$ cat src/rtl/alu_cmd_sequencer.sv
// alu_cmd_sequencer: collects operand A, operand B and opcode from a byte
// stream, presents them to the shared combinational ALU for one execute
// cycle, and returns the result byte on an output stream.
module alu_cmd_sequencer #(
    parameter int NB_DATA   = 8,
    parameter int NB_OPCODE = 6,
    parameter int TIMEOUT   = 100000
) (
    input  logic                 i_clock,
    input  logic                 i_reset_n,
    input  logic [NB_DATA-1:0]   i_rx_data,
    input  logic                 i_rx_valid,
    output logic                 o_rx_ready,
    output logic [NB_DATA-1:0]   o_tx_data,
    output logic                 o_tx_valid,
    input  logic                 i_tx_ready,
    output logic [NB_DATA-1:0]   o_alu_op_a,
    output logic [NB_DATA-1:0]   o_alu_op_b,
    output logic [NB_OPCODE-1:0] o_alu_opcode,
    input  logic [NB_DATA-1:0]   i_alu_result,
    output logic                 o_err_opcode,
    output logic                 o_timeout
);

    localparam int NB_CNT = $clog2(TIMEOUT + 1);
    localparam logic [NB_CNT-1:0] CNT_LAST = NB_CNT'(TIMEOUT - 1);

    localparam logic [NB_OPCODE-1:0] OP_ADD = NB_OPCODE'(32'h20);
    localparam logic [NB_OPCODE-1:0] OP_SUB = NB_OPCODE'(32'h22);
    localparam logic [NB_OPCODE-1:0] OP_AND = NB_OPCODE'(32'h24);
    localparam logic [NB_OPCODE-1:0] OP_OR  = NB_OPCODE'(32'h25);
    localparam logic [NB_OPCODE-1:0] OP_XOR = NB_OPCODE'(32'h26);
    localparam logic [NB_OPCODE-1:0] OP_NOR = NB_OPCODE'(32'h27);
    localparam logic [NB_OPCODE-1:0] OP_SRA = NB_OPCODE'(32'h03);
    localparam logic [NB_OPCODE-1:0] OP_SRL = NB_OPCODE'(32'h02);

    typedef enum logic [2:0] {
        WAIT_A  = 3'd0,
        WAIT_B  = 3'd1,
        WAIT_OP = 3'd2,
        EXEC    = 3'd3,
        SEND    = 3'd4
    } state_t;

    state_t              state;
    logic [NB_CNT-1:0]   idle_cnt;
    logic [1:0]          rst_sync;
    logic                rst_int_n;
    logic                accept;
    logic                mid_command;
    logic                expire;
    logic                opcode_ok;
    logic [NB_OPCODE-1:0] opcode_low;

    // Reset asserts asynchronously and releases two edges after i_reset_n
    // rises, so the first edge the FSM sees out of reset is a clean one.
    always_ff @(posedge i_clock or negedge i_reset_n) begin
        if (!i_reset_n) begin
            rst_sync <= 2'b00;
        end else begin
            rst_sync <= {rst_sync[0], 1'b1};
        end
    end

    assign rst_int_n = rst_sync[1];

    // Ready is a pure decode of the collecting states; EXEC/SEND stall upstream.
    assign o_rx_ready  = (state == WAIT_A) || (state == WAIT_B) || (state == WAIT_OP);
    assign accept      = o_rx_ready && i_rx_valid;
    assign mid_command = (state == WAIT_B) || (state == WAIT_OP);
    // A byte landing on the expiry edge wins over the timeout.
    assign expire      = mid_command && !accept && (idle_cnt == CNT_LAST);

    // Opcode byte is legal only with the bits above the opcode field clear
    // and the remaining field matching one of the supported ALU operations.
    assign opcode_low = i_rx_data[NB_OPCODE-1:0];

    always_comb begin
        opcode_ok = 1'b0;
        if ((i_rx_data >> NB_OPCODE) == '0) begin
            case (opcode_low)
                OP_ADD, OP_SUB, OP_AND, OP_OR,
                OP_XOR, OP_NOR, OP_SRA, OP_SRL: opcode_ok = 1'b1;
                default:                        opcode_ok = 1'b0;
            endcase
        end
    end

    // Inter-byte idle counter; only runs while a command is partially loaded.
    always_ff @(posedge i_clock or negedge rst_int_n) begin
        if (!rst_int_n) begin
            idle_cnt <= '0;
        end else if (accept || !mid_command || expire) begin
            idle_cnt <= '0;
        end else begin
            idle_cnt <= idle_cnt + 1'b1;
        end
    end

    // Command FSM with registered ALU operands, result and event pulses.
    always_ff @(posedge i_clock or negedge rst_int_n) begin
        if (!rst_int_n) begin
            state        <= WAIT_A;
            o_alu_op_a   <= '0;
            o_alu_op_b   <= '0;
            o_alu_opcode <= '0;
            o_tx_data    <= '0;
            o_tx_valid   <= 1'b0;
            o_err_opcode <= 1'b0;
            o_timeout    <= 1'b0;
        end else begin
            o_err_opcode <= 1'b0;
            o_timeout    <= 1'b0;
            case (state)
                WAIT_A: begin
                    if (accept) begin
                        o_alu_op_a <= i_rx_data;
                        state      <= WAIT_B;
                    end
                end
                WAIT_B: begin
                    if (accept) begin
                        o_alu_op_b <= i_rx_data;
                        state      <= WAIT_OP;
                    end else if (expire) begin
                        o_timeout <= 1'b1;
                        state     <= WAIT_A;
                    end
                end
                WAIT_OP: begin
                    if (accept) begin
                        if (opcode_ok) begin
                            o_alu_opcode <= opcode_low;
                            state        <= EXEC;
                        end else begin
                            o_err_opcode <= 1'b1;
                            state        <= WAIT_A;
                        end
                    end else if (expire) begin
                        o_timeout <= 1'b1;
                        state     <= WAIT_A;
                    end
                end
                EXEC: begin
                    o_tx_data  <= i_alu_result;
                    o_tx_valid <= 1'b1;
                    state      <= SEND;
                end
                SEND: begin
                    if (i_tx_ready) begin
                        o_tx_valid <= 1'b0;
                        state      <= WAIT_A;
                    end
                end
                default: begin
                    o_tx_valid <= 1'b0;
                    state      <= WAIT_A;
                end
            endcase
        end
    end

endmodule

$ cat config.mk
export PLATFORM = sky130hd
export DESIGN_NAME = alu_cmd_sequencer
export DESIGN_NICKNAME = d
export VERILOG_FILES = /design/src/rtl/alu_cmd_sequencer.sv
export SDC_FILE = /design/constraint.sdc
export NUM_CORES = 1
export LEC_CHECK = 0
export CAP_MARGIN = 20
export CORE_MARGIN = 10
export CORE_UTILIZATION = 53
export DETAILED_ROUTE_END_ITERATION = 7
export PLACE_DENSITY = 0.84
export SETUP_SLACK_MARGIN = 0.15
export SYNTH_ARGS = -nofsm -noshare
export SYNTH_HDL_FRONTEND = slang
export SYNTH_SLANG_ARGS = --single-unit
$ cat constraint.sdc
create_clock -name i_clock -period 3.8 [get_ports i_clock]
set_input_delay 0.95 -clock i_clock [delete_from_list [all_inputs] [get_ports i_clock]]
set_output_delay 0.95 -clock i_clock [all_outputs]
set_load 0.01 [all_outputs]
# Word-level counts from Yosys, hierarchy flattened
# Cells that the tools add are included.
[op_classes]
shifts = 0
n_lt_le_gt_ge = 0
multipliers = 0
div_mod_pow = 0
reduce_logical = 20
n_eq_ne = 15
n_mux = 18
n_bitwise = 1
add_sub_neg = 1
[op_table]
columns = ["op", "count"]
rows = [
  ["$eq 6x6->1 const B", 6],
  ["$add 17x1->17 const B", 1],
  ["$eq 17x17->1 const B", 1],
  ["$mux 17", 1],
  ["$mux 3", 5],
  ["$pmux 3 s5", 1],
  ["$eq 6x2->1 const B", 2],
  ["$mux 1", 9],
  ["$logic_not 8->1", 1],
  ["$reduce_and 2->1", 4],
  ["$reduce_or 8->1", 1],
  ["$eq 3x2->1 const B", 2],
  ["$logic_or 1x1->1", 5],
  ["$ne 2x2->1 const B", 2],
  ["$eq 3x1->1 const B", 1],
  ["$eq 3x3->1 const B", 1],
  ["$logic_and 1x1->1", 3],
  ["$logic_not 3->1", 1],
  ["$pmux 1 s3", 1],
  ["$reduce_and 3->1", 1],
  ["$reduce_or 3->1", 1],
  ["$logic_not 1->1", 2],
  ["$mux 2", 1],
  ["$reduce_or 2->1", 1],
  ["$not 1->1", 1],
]
[totals]
out_inout_bits = 34
mem_bits_rw = 0
latch_bits = 0
memories = 0
romBits = 0
elab_cells = 65
register_bits = 55
in_bits = 20

# Logic depth before layout (Yosys ltp)
[logic_depth]
ltp_word = 10
ltp_mapped = 6
mapped_depth_nobuf = 5

# Worst setup path before layout
# Ideal clock, no wire load.
[synth_timing]
kind = "input to register"
from = "in i_rx_data[7]"
to = "reg o_alu_opcode[0]"
path_slack_ns = 1.872
setup_time_ns = 0.125
arrival_ns = 1.803
path_buffers = 0
stages = 3
cell_sequence = "nor4_2 o2111ai_2 mux2_2"
[synth_via]
elab_chain_cells = 3
[synth_rtl]
columns = ["element", "line", "text"]
rows = [
  ["start: declaration", "11", "input logic [NB_DATA-1:0] i_rx_data,"],
  ["$logic_not 8->1", "80", "if ((i_rx_data >> NB_OPCODE) == '0) begin"],
  ["$mux 1", "80", ""],
  ["$reduce_and 3->1 (no source line)", "-", ""],
  ["end signal: assignment", "133", "o_alu_opcode <= opcode_low;"],
  ["end: declaration", "19", "output logic [NB_OPCODE-1:0] o_alu_opcode,"],
]
# Every way passes these cells.
# A chain may end at the register's enable or synchronous reset.

# Final worst setup path
[layout_timing]
from = "reg state[0]"
to = "out o_rx_ready"
[layout_via]
elab_chain_cells = 3
word_cells_on_any_way = 5
[layout_rtl]
columns = ["element", "line", "text"]
rows = [
  ["start: declaration", "45", "state_t state;"],
  ["start signal: assignment", "103", "state <= WAIT_A;"],
  ["start signal: assignment", "118", "state <= WAIT_B;"],
  ["start signal: assignment", "124", "state <= WAIT_OP;"],
  ["$eq 3x1->1 / $logic_not 3->1 (equally long branches)", "68", "assign o_rx_ready = (state == WAIT_A) || (state == WAIT_B) || (state == WAIT_OP);"],
  ["$logic_or 1x1->1", "68", ""],
  ["$logic_or 1x1->1 *", "68", ""],
  ["end: declaration", "13", "output logic o_rx_ready,"],
]
# Every way passes the cells marked *; elsewhere a longest branch is shown, timed or not.

==> run_results.csv <==
group,metric,value,unit
status,outcome,"finished clean",
critical_path,timing.critical_path.to_type,"output port",
synthesis,ys_seq_elements,55,
die,floorplan.initialDensity,54.3,%
synthesis,ys_top_cells_by_area,"sky130_fd_sc_hd__dfrtp_1, sky130_fd_sc_hd__mux2_2, sky130_fd_sc_hd__xnor2_1",
pwr,logic_gate_share_of_total_power,39.2,%
critical_path,timing.reg2reg.setup_slack,2130,ps
clock_tree,numClockSinks,55,
critical_path,critPathKind,"reg2out",
synthesis,yosysTopAreaCellShare,58.6,%
pwr,power_switching,592,uW
drt,route.vias.total,1572,
pwr,total_leakage_power,1.21,nW
synthesis,synthesized_netlist_net_count,204,
synthesis,netlist_area,2350,um^2
synthesis,synth.avg_cell_area,12.8,um^2
drt,routed_via_density,5.35,
placed_design,place.gp.congestion,0.831,
grt,grt_start_max_net_pins,54,
synthesis,synth_enable_flop_cells,0,
timing,hold_viol_final,0,
clock_tree,htreeDepth,2,
pwr,swShare,30.5,%
run,max_cap_viol_count,0,
critical_path,cp_data_arrival_time,1530,ps
synthesis,synth_largest_area_cell,"sky130_fd_sc_hd__dfrtp_1",
grt,grt_use_total,13.2,%
critical_path,timing.critical_path.slowest_stage_cell,"sky130_fd_sc_hd__clkdlybuf4s50_1",
drt,drt_drc_violations_left,0,
clock_tree,path_clk_slew,90,ps
layout,final_common_cell,"sky130_fd_sc_hd__dfrtp_1",
die,placeableCoreArea,4320,um^2
die,chipHeight,86.6,um
drt,first_iter_violations,88,
drt,ant_nets,0,
grt,grt_first_pass_wirelength,8040,um
die,placement_rows,24,
placed_design,dp.final_hpwl,3540,um
worst_hold_path,worstHoldPathType,"reg2async",
clock_tree,tritoncts,"built",
layout,layout-drive-gt1-share,19.4,%
critical_path,timing.reg2reg.worst_path_depth,5,
timing,setup_viol_count_final,0,
clock_tree,post_cts_resize_count,0,
grt,grt_overflow_total,0,
timing,slew_violations,0,
pwr,power.density,642,nW/um^2
synthesis,part_of_the_yosys_area_used_for_sequential_elements,58.6,%
pwr,share_seq_of_total_power,45.0,%
critical_path,timing.rr.start,"idle_cnt[0]",
grt,initial_antenna_violation_count,0,
timing,finalClockSkew,6.32,ps
pwr,cell_internal_pwr,1.35,mW
synthesis,number_of_standard_cells_after_synthesis,183,
layout,area_growth_syn_to_layout,28.7,%
die,floorplan.die.width,86.6,um
synthesis,post_synth_num_cell_types,33,
timing,finalCritPeriodShare,65.4,%
timing,clock.fmax,403,MHz
clock_tree,cts_buffer_depth,2,
synthesis,ys.warnings.count,0,
synthesis,yosys_most_used_dff,"sky130_fd_sc_hd__dfrtp_1",
timing,setup_repair_after_global_routing_missed_its_margin,"no",
drt,wl_per_cell,16.4,um
clock_tree,cts_made_buffers,5,
drt,finalWirelength,4820,um
critical_path,cp_data_required_time,2850,ps
die,fp.dieArea,7490,um^2
critical_path,max_stage_delay,550,ps
layout,insertedDiodeCount,0,
grt,grt_pass1_vias,1587,
clock_tree,postCtsSetupBuffers,0,
critical_path,critical-path-top-delay-family,"buffers and inverters",
synthesis,share_of_flip_flops_with_an_asynchronous_set_or_reset_after_synthesis,100,%
die,ioPinCount,54,
critical_path,worst_setup_path_start_kind,"flop",
layout,most-common-layout-cells,"sky130_fd_sc_hd__dfrtp_1, sky130_fd_sc_hd__clkdlybuf4s50_1, sky130_fd_sc_hd__mux2_2, sky130_fd_sc_hd__nor2_1, sky130_fd_sc_hd__xnor2_1",
pwr,p_total,1.94,mW
timing,setup_tns,0,ps
layout,number_of_nets_in_the_layout,262,
critical_path,critical_path.cell_chain,"a21oi_1 > clkdlybuf4s50_1",
placed_design,place.port_buffers,53,
pwr,clock_power_share,15.8,%
pwr,peak_ir_drop_on_the_vdd_network,0.488,mV
critical_path,cp_max_fo,7,
critical_path,r2r_end,"idle_cnt[14]",
clock_tree,clk_latency_worst_skew_pair,300,ps
critical_path,critical_path.n_buffers_inverters,1,
drt,drt_first_pass_iters,4,
clock_tree,ctsRootBufferMaster,"sky130_fd_sc_hd__clkbuf_8",
timing,layout_min_cycle_time,2480,ps
clock_tree,holdBufCountCts,0,
cell families (layout without fill, tap and decap cells):
logic type	Yosys count	after routing	synth area share (%)
adders and majority gates	1	1	0.533
buffers and inverters	9	68	2.13
and+or+nand+nor	66	66	16.8
xor gates and xnor gates	15	15	5.59
muxes	28	28	13.4
AOI/OAI and AO/OA	8	8	2.72
DFF	55	55	58.6
other	1	1	0.160
worst max-delay path by stage:
stage	start	to	cells after the start
floorplan	i_rx_data[7]	o_alu_opcode[0]	3
global placement	i_rx_data[7]	o_alu_opcode[5]	4
detailed placement	i_rx_data[7]	o_alu_opcode[1]	4
CTS	state[0]	o_rx_ready	2
global route	state[0]	o_rx_ready	2
finish	state[0]	o_rx_ready	2
synth_stat cells, types with 2 or more instances:
cell type,instances
sky130_fd_sc_hd__nor4_1,6
sky130_fd_sc_hd__mux2_2,28
sky130_fd_sc_hd__nor2_1,20
sky130_fd_sc_hd__dfrtp_1,55
sky130_fd_sc_hd__and2_1,3
sky130_fd_sc_hd__nor2_2,3
sky130_fd_sc_hd__nand3_1,4
sky130_fd_sc_hd__nand2b_1,2
sky130_fd_sc_hd__xnor2_1,14
sky130_fd_sc_hd__nor3_1,4
sky130_fd_sc_hd__inv_1,6
sky130_fd_sc_hd__o311ai_0,2
sky130_fd_sc_hd__buf_6,2
sky130_fd_sc_hd__a21oi_1,2
sky130_fd_sc_hd__nand4_1,5
sky130_fd_sc_hd__nand2_1,6
sky130_fd_sc_hd__nor4bb_1,2
sky130_fd_sc_hd__nand2b_4,3
sky130_fd_sc_hd__nand3b_1,2
flip-flops by register name, indices dropped and copies added (netlist names):
| register | flops |
|---|---|
| o_alu_op_b | 8 |
| o_timeout | 1 |
| rst_sync | 2 |
| state | 3 |
| o_alu_op_a | 8 |
| idle_cnt | 17 |
| o_err_opcode | 1 |
| o_tx_data | 8 |
| o_tx_valid | 1 |
| o_alu_opcode | 6 |
per-stage QoR:
step / util (%) / cell area [um^2] / std cells / hold WS [ps] / setup WS [ps]
floorplan: - / 2350 / 183 / 331 / 1870
global placement: 67.5 / 2920 / 285 / 335 / 1280
detailed placement: 67.5 / 2920 / 285 / 343 / 1230
CTS: 69.4 / 3000 / 293 / 360 / 1300
global route: 69.9 / 3020 / 294 / 238 / 1240
finish: 69.9 / 3020 / 294 / 191 / 1320
power by group through the flow:
stage | Combinational, mW | Clock [mW] | Sequential (mW)
floorplan | 0.343 | 0 | 0.923
global placement | 0.751 | 0 | 0.886
detailed placement | 0.762 | 0 | 0.893
CTS | 0.766 | 0.313 | 0.881
global route | 0.814 | 0.332 | 0.899
finish | 0.760 | 0.307 | 0.873
metal layers:
metal / vias to the layer above / wire length, um / part of all wire (%) / GRT usage [%]
met4: 0 / 41 / 0.85 / 3.53
met3: 2 / 255 / 5.3 / 3.47
met5: - / 0 / 0 / 0
met2: 38 / 2450 / 51 / 22.6
met1: 781 / 2080 / 43 / 16.0
li1: 751 / - / - / -
layout make-up:
class | count | area [um^2]
Sequential cell | 55 | 1380
Fill cell | 316 | 1300
Multi-Input combinational cell | 119 | 922
Timing Repair Buffer | 54 | 551
Clock buffer | 6 | 72.6
Tap cell | 52 | 65.1
Inverter | 6 | 22.5
Clock inverter | 2 | 12.5
No activity file was read; power rests on OpenSTA's default activity.
